### config.mk
export PLATFORM = sky130hd
export DESIGN_NAME = apb_bridge_responder
export DESIGN_NICKNAME = d
export VERILOG_FILES = /design/src/rtl/apb_bridge_responder.sv
export SDC_FILE = /design/constraint.sdc
export NUM_CORES = 1
export LEC_CHECK = 0
export ABC_CLOCK_PERIOD_IN_PS = 1900
export CELL_PAD_IN_SITES_DETAIL_PLACEMENT = 1
export CELL_PAD_IN_SITES_GLOBAL_PLACEMENT = 1
export CORE_MARGIN = 8
export CORE_UTILIZATION = 42
export CTS_CLUSTER_SIZE = 25
export DETAILED_ROUTE_END_ITERATION = 8
export DONT_BUFFER_PORTS = 1
export PLACE_DENSITY_LB_ADDON = 0.1
export SYNTH_ARGS = -nofsm -noshare
export SYNTH_HDL_FRONTEND = slang
export SYNTH_SLANG_ARGS = --single-unit
### constraint.sdc
create_clock -name a_pclk -period 1.9 [get_ports a_pclk]
set_input_delay 0.38 -clock a_pclk [delete_from_list [all_inputs] [get_ports a_pclk]]
set_output_delay 0.38 -clock a_pclk [all_outputs]
set_load 0.02 [all_outputs]
### src/rtl/apb_bridge_responder.sv
// apb_bridge_responder: a_pclk side of the async APB bridge.
// Syncs the request toggle, runs one APB4 transfer, returns a toggle.
module apb_bridge_responder #(
  parameter int ADDR_WD     = 32,
  parameter int DATA_WD     = 32,
  parameter int STRB_WD     = 4,
  parameter int PROT_WD     = 3,
  parameter int TIMEOUT_CYC = 256
) (
  input  logic               a_pclk,
  input  logic               a_prst_n,
  input  logic               req_toggle,
  input  logic               write,
  input  logic [ADDR_WD-1:0] addr,
  input  logic [DATA_WD-1:0] wdata,
  input  logic [PROT_WD-1:0] prot,
  input  logic [STRB_WD-1:0] strb,
  output logic               ready_toggle,
  output logic [DATA_WD-1:0] rdata,
  output logic               slverr,
  output logic               req_overrun,
  output logic               m_psel,
  output logic               m_penable,
  output logic               m_pwrite,
  output logic [ADDR_WD-1:0] m_paddr,
  output logic [DATA_WD-1:0] m_pwdata,
  output logic [PROT_WD-1:0] m_pprot,
  output logic [STRB_WD-1:0] m_pstrb,
  input  logic               m_pready,
  input  logic [DATA_WD-1:0] m_prdata,
  input  logic               m_pslverr
);

  typedef enum logic [1:0] {
    IDLE,
    SETUP,
    ACCESS
  } state_t;

  localparam logic [15:0] TO_LAST =
    16'((TIMEOUT_CYC == 0) ? 0 : TIMEOUT_CYC - 1);

  state_t      state;
  state_t      state_nx;
  logic        q1;
  logic        q2;
  logic        q3;
  logic        req_edge;
  logic        pending;
  logic [15:0] cnt;
  logic        start;
  logic        done;
  logic        tmo;

  always_ff @(posedge a_pclk or negedge a_prst_n) begin
    if (!a_prst_n) begin
      q1 <= 1'b0;
      q2 <= 1'b0;
      q3 <= 1'b0;
    end else begin
      q1 <= req_toggle;
      q2 <= q1;
      q3 <= q2;
    end
  end

  assign req_edge = q2 ^ q3;

  always_ff @(posedge a_pclk or negedge a_prst_n) begin
    if (!a_prst_n) state <= IDLE;
    else           state <= state_nx;
  end

  always_comb begin
    state_nx = state;
    start    = 1'b0;
    done     = 1'b0;
    tmo      = 1'b0;
    unique case (state)
      IDLE: begin
        if (req_edge || pending) begin
          start    = 1'b1;
          state_nx = SETUP;
        end
      end
      SETUP: state_nx = ACCESS;
      ACCESS: begin
        if (m_pready) begin
          done     = 1'b1;
          state_nx = IDLE;
        end else if (TIMEOUT_CYC != 0 && cnt == TO_LAST) begin
          done     = 1'b1;
          tmo      = 1'b1;
          state_nx = IDLE;
        end
      end
      default: state_nx = IDLE;
    endcase
  end

  // Controls decode straight from state so reset drops them at once
  assign m_psel    = (state != IDLE);
  assign m_penable = (state == ACCESS);

  always_ff @(posedge a_pclk or negedge a_prst_n) begin
    if (!a_prst_n) begin
      pending      <= 1'b0;
      req_overrun  <= 1'b0;
      cnt          <= '0;
      ready_toggle <= 1'b0;
      rdata        <= '0;
      slverr       <= 1'b0;
      m_pwrite     <= 1'b0;
      m_paddr      <= '0;
      m_pwdata     <= '0;
      m_pprot      <= '0;
      m_pstrb      <= '0;
    end else begin
      if (req_edge) begin
        if (pending)            req_overrun <= 1'b1;
        else if (state != IDLE) pending     <= 1'b1;
      end
      if (start) begin
        pending  <= 1'b0;
        m_pwrite <= write;
        m_paddr  <= addr;
        m_pwdata <= wdata;
        m_pprot  <= prot;
        m_pstrb  <= write ? strb : '0;
      end
      if (state == SETUP) cnt <= '0;
      else if (state == ACCESS && !m_pready) cnt <= cnt + 16'd1;
      if (done) begin
        ready_toggle <= ~ready_toggle;
        if (tmo) begin
          slverr <= 1'b1;
          if (!m_pwrite) rdata <= '0;
        end else begin
          slverr <= m_pslverr;
          if (!m_pwrite) rdata <= m_prdata;
        end
      end
    end
  end

endmodule

==> impl_metrics.py <==
metrics = {
    "run_status": {
        "status": "complete, but fails checks",
        "violations": "negative hold slack",
    },
    "synthesis": {
        "syn_inst": 417,
        "synth_flop_cell": "dfrtp_1",
        "synth-seq-cells": 129,
        "ys_types": 37,
        "synth_warnings": 0,
        "async_flop_share_pct": 100,
        "synth_seq_area_share_pct": 60.9,
        "synth_fp_nets": 527,
        "syn_area_um2": 5300,
        "syn_avg_cell_area_um2": 12.7,
        "synth_enable_flop_cells": 0,
    },
    "clock_tree": {
        "cts_num_sinks": 129,
        "clock_path_buffers": 2,
        "cts_made_buffers": 17,
        "ctsHoldBuffers": 1,
        "clock-root-buffer": "clkbuf_16",
        "clk_latency_ps": 410,
        "clk_pin_slew_worst_paths_ps": 60,
        "cts_tree": "done",
        "cts_max_level": 4,
    },
    "min_path": {
        "hp-class": "in -> async",
    },
    "global_route": {
        "grtUsageTotal_pct": 16.0,
        "grt_max_degree": 130,
        "grt_overflow": 0,
        "antenna_found_initial": 0,
        "grt_pass1_wl_um": 20500,
        "first_global_vias": 3749,
    },
    "detailed_routing": {
        "viasPerCell": 5.25,
        "post_drt_wl_per_cell_um": 21.3,
        "num_vias": 3288,
        "final_antenna_net_count": 0,
        "drc": 0,
        "drt-total-wl_um": 13400,
        "drt-pass1-iter-count": 4,
        "drt_iter0_markers": 151,
    },
    "sta": {
        "fin_crit_sh_pct": 94.9,
        "slew_viol_final": 0,
        "setup_viol": 0,
        "fin_worst_skew_ps": 6.16,
        "post-route-min-period_ps": 1800,
        "rsz0062_at_grt": "yes",
        "fin_setup_tns_ps": 0,
        "max_slew_margin_pct": 74.2,
        "whs_ps": -332,
        "worstMarginPinSlew_ps": 384,
        "hold_violations": 129,
        "fmax_mhz": 555,
    },
    "worst_setup_path": {
        "crit_arrival_ps": 2130,
        "path_max_fanout": 8,
        "critPathKind": "reg -> reg",
        "start_kind": "register",
        "cp.required_ps": 2220,
        "worstSetupEndpointType": "register",
        "reg2regPathDepth": 7,
    },
    "layout": {
        "final_common_cell": "dfrtp_1",
        "areaGrowthSynthToFinish_pct": 20.3,
        "drive_above_1_share_pct": 30.0,
        "fin_nets": 551,
        "final_cell_mix": "dfrtp_1, mux2_2, o21ai_0",
        "diodes": 0,
    },
    "place": {
        "hpwl_um": 9100,
        "gp_congestion": 0.708,
        "portBuffers": 0,
    },
    "die": {
        "start_util_pct": 42.5,
        "dieHeight_um": 128,
        "num_io_pins": 218,
        "core_area_um2": 12500,
        "rows": 41,
        "die_area_um2": 16500,
        "die_x_um": 128,
    },
    "power": {
        "leakage_uw": 0.00280,
        "power_density_nw_per_um2": 1900,
        "ir_worst_vdd_v": 0.000932,
        "total_power_uw": 12100,
    },
    "job": {
        "drv_cap": 0,
    },
}
## flip-flops by register name (all words and copies together), names as in the netlist, 2 cells and up
name / count
cnt: 16
m_pwdata: 32
m_pstrb: 4
rdata: 32
m_pprot: 3
state: 2
m_paddr: 32
## worst max-delay path, cell delays in order, from the launching register on
cell	delay (ps)
dfrtp_1	390
nor4_2	270
buf_4	170
a41oi_4	130
nor3_4	230
buf_6	150
clkbuf_16	160
mux2i_1	200
## report_power, final
part           leakage, uW  internal, uW  total (uW)  switching [uW]
Clock             0.000298          2170        3360            1190
Sequential         0.00153          3960        6340            2390
Combinational     0.000969          1390        2440            1060
## synthesized netlist by cell type, types with 5 or more instances
library cell / count / area [um^2]
a21oi_1: 6 / 30.0
buf_2: 5 / 25.0
clkbuf_1: 12 / 45.0
dfrtp_1: 129 / 3230
inv_1: 38 / 143
mux2_2: 68 / 766
mux2i_1: 33 / 330
nand2_1: 19 / 71.3
nand3_1: 5 / 25.0
nor2_1: 11 / 41.3
o21ai_0: 44 / 220
o31ai_1: 5 / 37.5
## cell type report
class                   instances  area, um^2
flip-flops and latches        129        3230
clock buffers                  20         467
well taps                     172         215
inverters                      38         143
fillers                      1273        6090
clock inverters                12         158
multi-input cells             229        1900
repair buffers                 26         273
## routing by layer
layer,vias to the layer above,track usage [%],routed length (um)
met2,128,26.6,6870
met1,1664,16.9,4890
li1,1482,-,-
met3,14,8.48,1420
met5,-,0,0
met4,0,6.29,176
## worst paths after layout
| path | startpoint | end | slack (ps) |
|---|---|---|---|
| setup / recovery | cnt[12] | rdata[28] | 100 |
| hold / removal | a_prst_n | rdata[23] | -330 |
| setup reg to reg | cnt[12] | rdata[28] | 100 |
| hold reg to reg | q1 | q2 | 360 |
| max in group asynchronous | a_prst_n | m_pprot[1] | 1980 |
| min in group a_pclk | write | m_pstrb[1] | 100 |
## cell families (layout without fill, tap and decap cells)
family / Yosys count / in the layout / share of synthesized area (%)
DFF: 129 / 129 / 60.9
muxes: 101 / 101 / 20.7
AOI/OAI and AO/OA: 62 / 62 / 6.42
and+or+nand+nor: 60 / 60 / 6.30
buffers and inverters: 59 / 96 / 4.65
xor gates and xnor gates: 5 / 5 / 0.826
adders and majority gates: 1 / 1 / 0.236
## timing repair
item | in CTS | in global routing
hold endpoints to repair | 130 | 129
endpoints found under the setup margin | 0 | 33
resized for setup | 0 | 12
setup buffers | 0 | 4
## stage by stage
| step | setup WS (ps) | std cells | hold slack, ps | utilization (%) | cell area, um^2 |
|---|---|---|---|---|---|
| after global placement | 107 | 586 | 88.3 | 44.8 | 5590 |
| after CTS | 35.7 | 619 | -354 | 49.9 | 6220 |
| after floorplan | 67.4 | 417 | 84.4 | - | 5300 |
| after detailed placement | 33.1 | 586 | 88.2 | 44.8 | 5590 |
| after global routing | 3.21 | 626 | -361 | 51.2 | 6380 |
| final | 97.2 | 626 | -332 | 51.2 | 6380 |
(Power assumes the default switching activity.)
